### src/rtl/alu_result_stage_pkg.sv
// Shared definitions for the ALU result stage: skid-buffer states and the
// bit positions of the {N,Z,C} flags inside a 3-bit flag vector.
package alu_result_stage_pkg;

   typedef enum logic [1:0] {
      EMPTY = 2'd0,
      ONE   = 2'd1,
      FULL  = 2'd2
   } fifo_state_e;

   localparam int FLAG_N = 2;
   localparam int FLAG_Z = 1;
   localparam int FLAG_C = 0;
   localparam int FLAG_W = 3;

endpackage

### src/rtl/alu_result_stage_flag_gen.sv
// Combinational N/Z/C flag generator; also instantiated by the writeback stage.
module flag_gen
   import alu_result_stage_pkg::*;
#(
   parameter int width = 8
) (
   input  logic [width-1:0]  res,
   input  logic              co,
   output logic [FLAG_W-1:0] flags
);

   always_comb begin
      flags         = '0;
      flags[FLAG_N] = res[width-1];
      flags[FLAG_Z] = (res == '0);
      flags[FLAG_C] = co;
   end

endmodule

### src/rtl/alu_result_stage.sv
// Result stage after the shifter: computes flags at capture and holds up to
// two results in a skid buffer so in_ready never depends on out_ready.
module alu_result_stage
   import alu_result_stage_pkg::*;
#(
   parameter int width = 8
) (
   input  logic             clk,
   input  logic             rst_n,
   input  logic             in_valid,
   output logic             in_ready,
   input  logic [width-1:0] in_res,
   input  logic             in_co,
   output logic             out_valid,
   input  logic             out_ready,
   output logic [width-1:0] out_res,
   output logic [2:0]       out_flags,
   output logic [2:0]       status,
   output logic [7:0]       commit_cnt
);

   fifo_state_e        state_q, state_d;
   logic [width-1:0]   head_res_q, head_res_d;
   logic [2:0]         head_flags_q, head_flags_d;
   logic [width-1:0]   tail_res_q, tail_res_d;
   logic [2:0]         tail_flags_q, tail_flags_d;
   logic               in_ready_q, in_ready_d;
   logic [2:0]         status_q, status_d;
   logic [7:0]         commit_cnt_q, commit_cnt_d;

   logic [2:0]         in_flags;
   logic               in_xfer;
   logic               out_xfer;

   flag_gen #(.width(width)) u_flag_gen (
      .res   (in_res),
      .co    (in_co),
      .flags (in_flags)
   );

   assign out_valid = (state_q != EMPTY);
   assign in_xfer   = in_valid && in_ready_q;
   assign out_xfer  = out_valid && out_ready;

   always_comb begin
      state_d      = state_q;
      head_res_d   = head_res_q;
      head_flags_d = head_flags_q;
      tail_res_d   = tail_res_q;
      tail_flags_d = tail_flags_q;
      status_d     = status_q;
      commit_cnt_d = commit_cnt_q;

      unique case (state_q)
         EMPTY: begin
            if (in_xfer) begin
               state_d      = ONE;
               head_res_d   = in_res;
               head_flags_d = in_flags;
            end
         end
         ONE: begin
            if (in_xfer && out_xfer) begin
               head_res_d   = in_res;
               head_flags_d = in_flags;
            end else if (in_xfer) begin
               state_d      = FULL;
               tail_res_d   = in_res;
               tail_flags_d = in_flags;
            end else if (out_xfer) begin
               state_d = EMPTY;
            end
         end
         FULL: begin
            // in_ready is low here, so the second entry simply moves up
            if (out_xfer) begin
               state_d      = ONE;
               head_res_d   = tail_res_q;
               head_flags_d = tail_flags_q;
            end
         end
         default: state_d = EMPTY;
      endcase

      if (out_xfer) begin
         status_d     = head_flags_q;
         commit_cnt_d = commit_cnt_q + 8'd1;
      end

      in_ready_d = (state_d != FULL);
   end

   always_ff @(posedge clk or negedge rst_n) begin
      if (!rst_n) begin
         state_q      <= EMPTY;
         head_res_q   <= '0;
         head_flags_q <= '0;
         tail_res_q   <= '0;
         tail_flags_q <= '0;
         in_ready_q   <= 1'b0;
         status_q     <= '0;
         commit_cnt_q <= '0;
      end else begin
         state_q      <= state_d;
         head_res_q   <= head_res_d;
         head_flags_q <= head_flags_d;
         tail_res_q   <= tail_res_d;
         tail_flags_q <= tail_flags_d;
         in_ready_q   <= in_ready_d;
         status_q     <= status_d;
         commit_cnt_q <= commit_cnt_d;
      end
   end

   assign in_ready   = in_ready_q;
   assign out_res    = head_res_q;
   assign out_flags  = head_flags_q;
   assign status     = status_q;
   assign commit_cnt = commit_cnt_q;

endmodule
### config.mk
export PLATFORM = sky130hd
export DESIGN_NAME = alu_result_stage
export DESIGN_NICKNAME = d
export VERILOG_FILES = /design/src/rtl/alu_result_stage_pkg.sv /design/src/rtl/alu_result_stage_flag_gen.sv /design/src/rtl/alu_result_stage.sv
export SDC_FILE = /design/constraint.sdc
export NUM_CORES = 1
export LEC_CHECK = 0
export ABC_AREA = 1
export CAP_MARGIN = 40
export CORE_UTILIZATION = 45
export DETAILED_ROUTE_END_ITERATION = 6
export PLACE_DENSITY = 0.76
export SYNTH_ARGS = -nofsm -noshare
export SYNTH_HDL_FRONTEND = slang
export SYNTH_SLANG_ARGS = --single-unit
### constraint.sdc
create_clock -name clk -period 1.2 [get_ports clk]
set_clock_uncertainty 0.15 [all_clocks]
set_input_delay 0.3 -clock clk [delete_from_list [all_inputs] [get_ports clk]]
set_output_delay 0.3 -clock clk [all_outputs]
set_load 0.02 [all_outputs]
==> run metrics <==
unrepaired setup endpoints after global routing true; Seq/Total Area, Yosys 0.519; maximum VDD drop 1310 uV; initial antenna violation count 0; Clk Latency, worst-skew pair 0.34 ns; Final Max Slew Viols 0; Initial Utilization 0.479; M1 GR Usage 0.274; final WL 3590 um; area grow syn2layout 56.8%; layout cells sized above 1 0.399; status finished with violations; final worst-path cycle share 1.22; vias in the first global route 1443; die footprint 3890 um2; Syn Area/Cell 8.49 um2; total of warnings raised by yosys 0; n_diodes 0; mapped cell area 1640 um2; failing checks setup timing; cell taking the most area after synthesis dfrtp_1; nature of the critical path startpoint flip-flop; Worst Path Required 0.75 ns; nets 294; DIE HEIGHT 62.3 um; met2 Resource Use GR 0.343; total gr overflow 0; All-Layer GR Usage 0.217; crit path kind reg2out; Port Buffers 36; CTS Sinks 34; placed cell count 308; PD cells 2460 nW/um2; actual slew at the worst max-slew pin 0.347 ns; first-pass GRT wire length 6460 um; synth unique cells 25; post-synth net total 207; via count 1505; die width 62.3 um; Placer Congestion 0.812; CP arrival 1.02 ns; dpl hpwl 2450 um; Post-route DRC 0; leakage dissipation 1.34 nW; Clk pin slew, worst setup/hold paths 0.11 ns; clock buffer depth 2; synthesized flop and latch total 34; top_reg_cell synth dfrtp_1; H-tree depth 2; Area contributors post-synth dfrtp_1 (52%), nand2_1 (18%), o21ai_0 (3.7%); clock root cell clkbuf_4; top cell type's share of synthesized area 0.519; vias per cell 4.60; Min-Delay Path Class in2async; worst hold slack 0.175 ns; fin crit period 1.47 ns; Post-synth EDFFs 0; FILL cells 244; DR iter-0 viols 60; GRT met3 Usage 0.0551; maxcap violations 0; Crit. End Element output port; Pre-Repair DR Iteration Count 4; Core ar. 3420 um2; Setup Viol. Count Final 55; slew margin rel. 0.768; worst setup margin -0.266 ns; CTS tree built; grt peak-use layer met2; routed len/inst 11.0 um; synthesized instance count 193; final antenna-violating net count 0; final hold vios 0; pre-CTS WS -0.513 ns; row count 21; largest net degree at the start of global routing 35; fin cells 327; share of flip-flops with an asynchronous set or reset after synthesis 1.00; Top-Level Pins 37; Tot Pwr 6.31 mW; crit path max fanout 2; CTS Buf Count 5; f_max 0.682 GHz
==> area by class of cell <==
cell class	count	area [um2]	area share
timing repair buffer	85	781	0.304
sequential	34	856	0.333
multi-input combinational	133	723	0.282
tap	46	57.6	0.0224
inverter	20	82.6	0.0322
clock buffer	7	55.1	0.0214
clock inverter	1	5.00	0.00195
timing repair inverter	1	7.51	0.00292
==> cell usage after synthesis (2+ instances only) <==
master    number
buf_6          5
dfrtp_1       34
inv_1         15
inv_2          4
nand2_1       78
nand2_2        4
nand3_1        4
nand3_2        2
nand3b_1       2
nand4_1        2
nor2_1         8
nor2_2         2
o21ai_0       12
o21ai_1        5
o21ai_2        4
xnor2_1        3
==> registers in the layout (all words and copies together) (netlist names) <==
register,count
tail_flags_q,2
commit_cnt,8
status,3
in_ready,1
out_res,8
out_flags,2
state_q,2
tail_res_q,8
==> cells in the final DEF, fill, tap and decap left out, drive strengths merged, types with 3 or more instances in the layout <==
cell type      synthesis  final
dfrtp                 34     34
nand3                  6      6
xnor2                  3      3
inv                   19     19
nand2                 83     83
buf                    6     73
o21ai                 21     21
nor2                  11     11
clkdlybuf4s50          0     11
clkbuf                 0      7
==> logic make-up (layout without fill, tap and decap cells) <==
family                     Yosys count  in the layout  share of synthesized area
AOI/OAI and AO/OA                   23             23                     0.0810
xor gates and xnor gates             4              4                     0.0214
adders and majority gates            1              1                    0.00764
buffers and inverters               26            114                     0.0856
DFF                                 34             34                      0.519
and+or+nand+nor                    105            105                      0.285
==> per-stage QoR <==
stage	setup TNS [ns]	util	cell area, um2
2_1_floorplan	-0.717	-	1660
3_3_place_gp	-19.07	0.678	2320
3_5_place_dp	-19.63	0.678	2320
4_1_cts	-9.34	0.732	2500
5_1_grt	-12.54	0.752	2570
6_report	-8.85	0.752	2570
==> layer usage <==
layer  vias to the layer above  wire length [um]
met5                         -                 0
met4                         0                62
met3                         5               139
met2                        39              1740
met1                       688              1640
li1                        773                 -
==> critical path, cell delays in order (launching register included) <==
cell     delay (ns)
dfrtp_2        0.42
inv_2          0.08
nand2_4        0.05
buf_6          0.12
==> power breakdown <==
group / internal (mW) / switching, mW / total (mW) / leakage [nW]
Clock: 0.284 / 0.382 / 0.665 / 0.0353
Combinational: 1.86 / 1.84 / 3.69 / 0.884
Sequential: 1.64 / 0.308 / 1.95 / 0.423
==> final timing paths <==
path                            startpoint  slack (ns)  depth (start not counted)              end
min in group clk                 out_ready        0.28                          3        status[2]
max in group asynchronous            rst_n        0.54                          2    commit_cnt[1]
setup reg to reg                state_q[0]       -0.24                          7     out_flags[1]
hold / removal                       rst_n        0.17                          2       out_res[0]
setup / recovery                state_q[0]       -0.27                          3        out_valid
hold reg to reg            tail_flags_q[0]        0.33                          2  tail_flags_q[0]
==> what timing repair did <==
action | in CTS | in global routing
buffers inserted | 5 | 5
cloned | 1 | 0
resized for setup | 154 | 8
pin swaps | 0 | 4
endpoints found under the hold margin | 0 | 0
hold buffers | 0 | 0
setup endpoints to repair | 56 | 58
Note: power is estimated with default switching activity, not from simulation.
